## config.mk

```make
export PLATFORM = sky130hd
export DESIGN_NAME = cpu_regfile_sb
export DESIGN_NICKNAME = d
export VERILOG_FILES = /design/src/rtl/cpu_regfile_sb.sv
export SDC_FILE = /design/constraint.sdc
export NUM_CORES = 2
export LEC_CHECK = 0
export BUFFER_PORTS_ARGS = -buffer_cell sky130_fd_sc_hd__clkbuf_2
export CORE_UTILIZATION = 35
export DETAILED_ROUTE_END_ITERATION = 10
export SYNTH_ARGS = -nofsm -noshare
export SYNTH_HDL_FRONTEND = slang
export SYNTH_SLANG_ARGS = --single-unit
```

## constraint.sdc

```tcl
create_clock -name clk_i -period 29.6 [get_ports clk_i]
set_input_delay 1.48 -clock clk_i [delete_from_list [all_inputs] [get_ports clk_i]]
set_output_delay 1.48 -clock clk_i [all_outputs]
set_load 0.005 [all_outputs]
```

## src/rtl/cpu_regfile_sb.sv

```systemverilog
// Register file with a load scoreboard: two write ports, one dual-index registered read.
// Define CPU_REGFILE_BYPASS_EN to forward same-cycle write data into reads.
module cpu_regfile_sb #(
  parameter int unsigned DATA_W = 32,
  parameter int unsigned ADDR_W = 4
) (
  input  logic                     clk_i,
  input  logic                     rst_i,
  input  logic                     wr_a_en_i,
  input  logic [ADDR_W-1:0]        wr_a_idx_i,
  input  logic [DATA_W-1:0]        wr_a_data_i,
  input  logic                     wr_b_en_i,
  input  logic [ADDR_W-1:0]        wr_b_idx_i,
  input  logic [DATA_W-1:0]        wr_b_data_i,
  input  logic                     rsv_en_i,
  input  logic [ADDR_W-1:0]        rsv_idx_i,
  input  logic                     rd_en_i,
  input  logic [ADDR_W-1:0]        rd_idx1_i,
  input  logic [ADDR_W-1:0]        rd_idx2_i,
  output logic [DATA_W-1:0]        value1_o,
  output logic [DATA_W-1:0]        value2_o,
  output logic                     rd_valid_o,
  output logic                     rd_busy_o,
  output logic [(2**ADDR_W)-1:0]   busy_o,
  output logic                     waw_err_o
);

  localparam int unsigned NREGS = 2**ADDR_W;

  logic [DATA_W-1:0] regs_q [NREGS];
  logic [DATA_W-1:0] regs_d [NREGS];
  logic [NREGS-1:0]  busy_q, busy_d;
  logic [DATA_W-1:0] value1_q, value1_d;
  logic [DATA_W-1:0] value2_q, value2_d;
  logic              rd_valid_q, rd_valid_d;
  logic              rd_busy_q, rd_busy_d;
  logic              waw_err_q, waw_err_d;

  logic [DATA_W-1:0] rd1_data, rd2_data;
  logic              rd1_busy, rd2_busy;

  // Read-side view of the array; port A outranks port B when forwarding.
  always_comb begin
    rd1_data = regs_q[rd_idx1_i];
    rd2_data = regs_q[rd_idx2_i];
    rd1_busy = busy_q[rd_idx1_i];
    rd2_busy = busy_q[rd_idx2_i];
`ifdef CPU_REGFILE_BYPASS_EN
    if (wr_b_en_i && (wr_b_idx_i == rd_idx1_i)) begin
      rd1_data = wr_b_data_i;
      rd1_busy = 1'b0;
    end
    if (wr_b_en_i && (wr_b_idx_i == rd_idx2_i)) begin
      rd2_data = wr_b_data_i;
      rd2_busy = 1'b0;
    end
    if (wr_a_en_i && (wr_a_idx_i == rd_idx1_i)) rd1_data = wr_a_data_i;
    if (wr_a_en_i && (wr_a_idx_i == rd_idx2_i)) rd2_data = wr_a_data_i;
`endif
  end

  // Next-state: B written before A so A wins a collision; release before reserve so reserve wins.
  always_comb begin
    regs_d     = regs_q;
    busy_d     = busy_q;
    value1_d   = value1_q;
    value2_d   = value2_q;
    rd_valid_d = rd_en_i;
    rd_busy_d  = rd_busy_q;
    waw_err_d  = waw_err_q | (wr_a_en_i & busy_q[wr_a_idx_i]);
    if (wr_b_en_i) begin
      regs_d[wr_b_idx_i] = wr_b_data_i;
      busy_d[wr_b_idx_i] = 1'b0;
    end
    if (wr_a_en_i) regs_d[wr_a_idx_i] = wr_a_data_i;
    if (rsv_en_i) busy_d[rsv_idx_i] = 1'b1;
    if (rd_en_i) begin
      value1_d  = rd1_data;
      value2_d  = rd2_data;
      rd_busy_d = rd1_busy | rd2_busy;
    end
  end

  always_ff @(posedge clk_i or posedge rst_i) begin
    if (rst_i) begin
      for (int unsigned i = 0; i < NREGS; i++) regs_q[i] <= '0;
      busy_q     <= '0;
      value1_q   <= '0;
      value2_q   <= '0;
      rd_valid_q <= 1'b0;
      rd_busy_q  <= 1'b0;
      waw_err_q  <= 1'b0;
    end else begin
      for (int unsigned i = 0; i < NREGS; i++) regs_q[i] <= regs_d[i];
      busy_q     <= busy_d;
      value1_q   <= value1_d;
      value2_q   <= value2_d;
      rd_valid_q <= rd_valid_d;
      rd_busy_q  <= rd_busy_d;
      waw_err_q  <= waw_err_d;
    end
  end

  assign value1_o   = value1_q;
  assign value2_o   = value2_q;
  assign rd_valid_o = rd_valid_q;
  assign rd_busy_o  = rd_busy_q;
  assign busy_o     = busy_q;
  assign waw_err_o  = waw_err_q;

endmodule

```

==> reports/metrics.yaml <==
global_route:
  grt_pass1_vias: 24500
  overflow: 0
  track_usage_pct: 22.9
  grt_antenna_before_repair: 14
  grt_start_max_net_pins: 108
  grt_pass1_wl_um: 171000
sta:
  worstMarginPinSlew_ns: 1.19
  worst_slack_ns: 25.28
  clock.fmax_mhz: 232
  relSlewSlack_pct: 20.6
  holdWs_ns: 0.457
  finalSetupViolCount: 0
  rsz0062_at_grt: "false"
  report.final.slew_viol_count: 0
  timing.final.crit_share_pct: 14.6
  fin_skew_ns: 0.0281
  min_period_ns: 4.32
  hold_viol: 0
  finalSetupTns_ns: 0
worst_setup_path:
  endpoint_kind: "register"
  worstPathRequired_ns: 30.10
  arrival_ns: 4.82
  r2r_cells: 3
  cpPeakStageDelay_ns: 0.87
  r2r-start: "regs_q[439]$_DFF_PP0_"
  reg2reg_slack_ns: 27.79
  path_cells: "buf_6 -> buf_4 -> buf_4 -> mux4_2 -> mux4_2 -> mux2_2"
  rr_endpoint: "value1_o[23]$_DFFE_PP0P_"
  cp_max_fo: 56
  path_class: "in -> reg"
  start_kind: "input pin"
  worst_path_max_delay_cell: "buf_4"
power:
  power.total_mw: 2.72
  p_comb_share_pct: 24.2
  leakage_nw: 15.4
  p_seq_share_pct: 44.9
  switching_power_uw: 811
  power.density_nw_per_um2: 70.5
  peakVddDrop_v: 0.0000446
  switching_share_pct: 29.8
  clkPwrFrac_pct: 30.9
  internal-power_mw: 1.91
cells_and_area:
  drive_gt1_share_pct: 25.2
  area_delta_synth_final_pct: 10.7
  fillers: 9260
  finalNetCount: 2998
  fin_cells: 4249
route:
  vias_per_cell: 5.79
  drt_wl_total_um: 116000
  drtIter0Drc: 2433
  drcViolationCount: 0
  num_vias: 24600
  antenna_left: 0
  wl_per_cell_um: 27.4
  drtPass1Iterations: 8
clock_network:
  cts_setup_buffers: 0
  cts_tree: "yes"
  ctsResizeCount: 0
  cts_htree_levels: 3
  clk_latency_ns: 0.62
  root_buffer: "clkbuf_16"
  clk_pin_slew_ns: 0.07
  cts.sinks: 595
  ctsHoldBuffers: 0
  numCtsBuffers: 66
  clockBufferDepth: 3
placed_design:
  place_congestion: 0.792
  portBuffers: 172
  hpwl_um: 61900
  dp.cells: 4127
  dpl_worst_slack_ns: 24.70
hold_path:
  hold_start: "waw_err_o$_DFF_PP0_"
  min_to: "waw_err_o$_DFF_PP0_"
  hp-class: "reg -> reg"
  hold_depth: 1
logic_synthesis:
  synth_top_area_share_pct: 42.7
  synth.net_count: 3054
  ys_ff_latch: 595
  ys_warn_count: 0
  synth_top_area_cell: "dfrtp_1"
  yosysUniqueCellTypes: 35
  syn-mean-instance-area_um2: 11.8
  synthCells: 2964
  ys_seq_area_share_pct: 42.7
  syn-cell-area_um2: 34800
  yosys-top-cells-area: "dfrtp_1 43%, mux4_2 21%, mux2i_1 15%"
floorplanning:
  die_h_um: 318
  coreArea_um2: 98600
  initial_core_util_pct: 35.3
  rows: 115
  io_pins: 173
  die_x_um: 318
  dieArea_um2: 101000
flow_run:
  drv_cap: 0
status:
  status: "completed"
[synth_stat cells]
master    count
a21o_1        1
a21oi_1     320
a31oi_1       1
and2_1        2
and3_1        2
and3b_1       2
buf_1        52
buf_12        1
buf_2        69
buf_4         2
buf_6        12
buf_8         1
clkbuf_1    199
clkinv_1      1
dfrtp_1     595
inv_1        13
mux2_2       66
mux2i_1     516
mux4_1        5
mux4_2      328
nand2_1     204
nand2b_1      5
nand3_1      12
nor2_1      325
nor2b_1       3
nor3_2        7
nor3b_1       1
nor3b_2       4
nor4_2        1
o21ai_0       9
o21ai_1     189
o22ai_1       5
o31ai_1       4
o32ai_1       4
or3_1         3
[final cells by class]
cell class | count | area (µm²) | area share (%)
repair buffers | 212 | 1200 | 3.11
clock inverters | 24 | 209 | 0.542
clock buffers | 94 | 1940 | 5.03
multi-input cells | 2019 | 18700 | 48.4
inverters | 14 | 60.1 | 0.156
flip-flops and latches | 595 | 14900 | 38.6
diodes | 4 | 10.0 | 0.0259
well taps | 1287 | 1610 | 4.17
[cells in the final DEF (no fill, tap or decap), types with 4 or more instances in the layout]
master	instances
a21oi_1	320
buf_4	43
clkbuf_1	13
clkbuf_16	69
clkbuf_2	165
clkbuf_8	12
clkinv_2	17
dfrtp_1	595
diode_2	4
inv_1	12
mux2_2	66
mux2i_1	516
mux4_1	5
mux4_2	328
nand2_1	198
nand2_4	6
nand2b_1	5
nand3_1	7
nand3_4	5
nor2_1	322
nor3_4	7
nor3b_4	4
o21ai_0	9
o21ai_1	189
o22ai_1	5
o31ai_1	4
o32ai_1	4
[kinds of logic (layout without fill, tap and decap cells)]
group	count (synthesis)	after routing	share of synthesized area (%)
AOI/OAI and AO/OA	533	533	7.76
buffers and inverters	350	344	4.38
DFF	595	595	42.7
muxes	915	915	38.5
other	0	4	0
and+or+nand+nor	571	571	6.59
[flip-flops by register name, summed over array words and instances, names as in the netlist]
name,cells
busy_o,16
regs_q,512
value2_o,32
rd_busy_o,1
rd_valid_o,1
waw_err_o,1
value1_o,32
[worst max path at each step]
stage	from	to	cells past startpoint
2_1_floorplan	rst_i	busy_o[0]$_DFF_PP0_	1
3_3_place_gp	rd_idx2_i[1]	value2_o[10]$_DFFE_PP0P_	6
3_5_place_dp	rd_idx2_i[1]	value2_o[7]$_DFFE_PP0P_	6
4_1_cts	rd_idx2_i[1]	value2_o[7]$_DFFE_PP0P_	6
5_1_grt	rd_idx2_i[1]	value2_o[13]$_DFFE_PP0P_	6
6_report	rd_idx2_i[1]	value2_o[7]$_DFFE_PP0P_	6
[per-layer routing]
metal | track usage (%) | up-vias | share of wire [%]
met2 | 37.4 | 960 | 49
met5 | 0 | - | 0.10
li1 | - | 10800 | -
met3 | 4.24 | 223 | 6.8
met4 | 8.46 | 20 | 3.2
met1 | 30.3 | 12600 | 41
[power by group through the flow]
stage	Sequential, mW	Clock, mW	Combinational [mW]
global placement	1.23	0	0.643
finish	1.22	0.840	0.658
floorplan	1.16	0	0.512
CTS	1.22	0.851	0.661
detailed placement	1.23	0	0.663
global route	1.25	0.881	0.717
[stage by stage]
stage / utilization (%) / area (µm²)
after floorplan: - / 34800
after global placement: 37.0 / 36400
after detailed placement: 37.0 / 36400
after CTS: 39.1 / 38600
after global routing: 39.1 / 38600
final: 39.1 / 38600
[critical path, delay by kind of cell]
family | cells | cell delay [ns]
buffers and inverters | 3 | 1.91
muxes | 3 | 1.36
No activity file was read; power rests on OpenSTA's default activity.
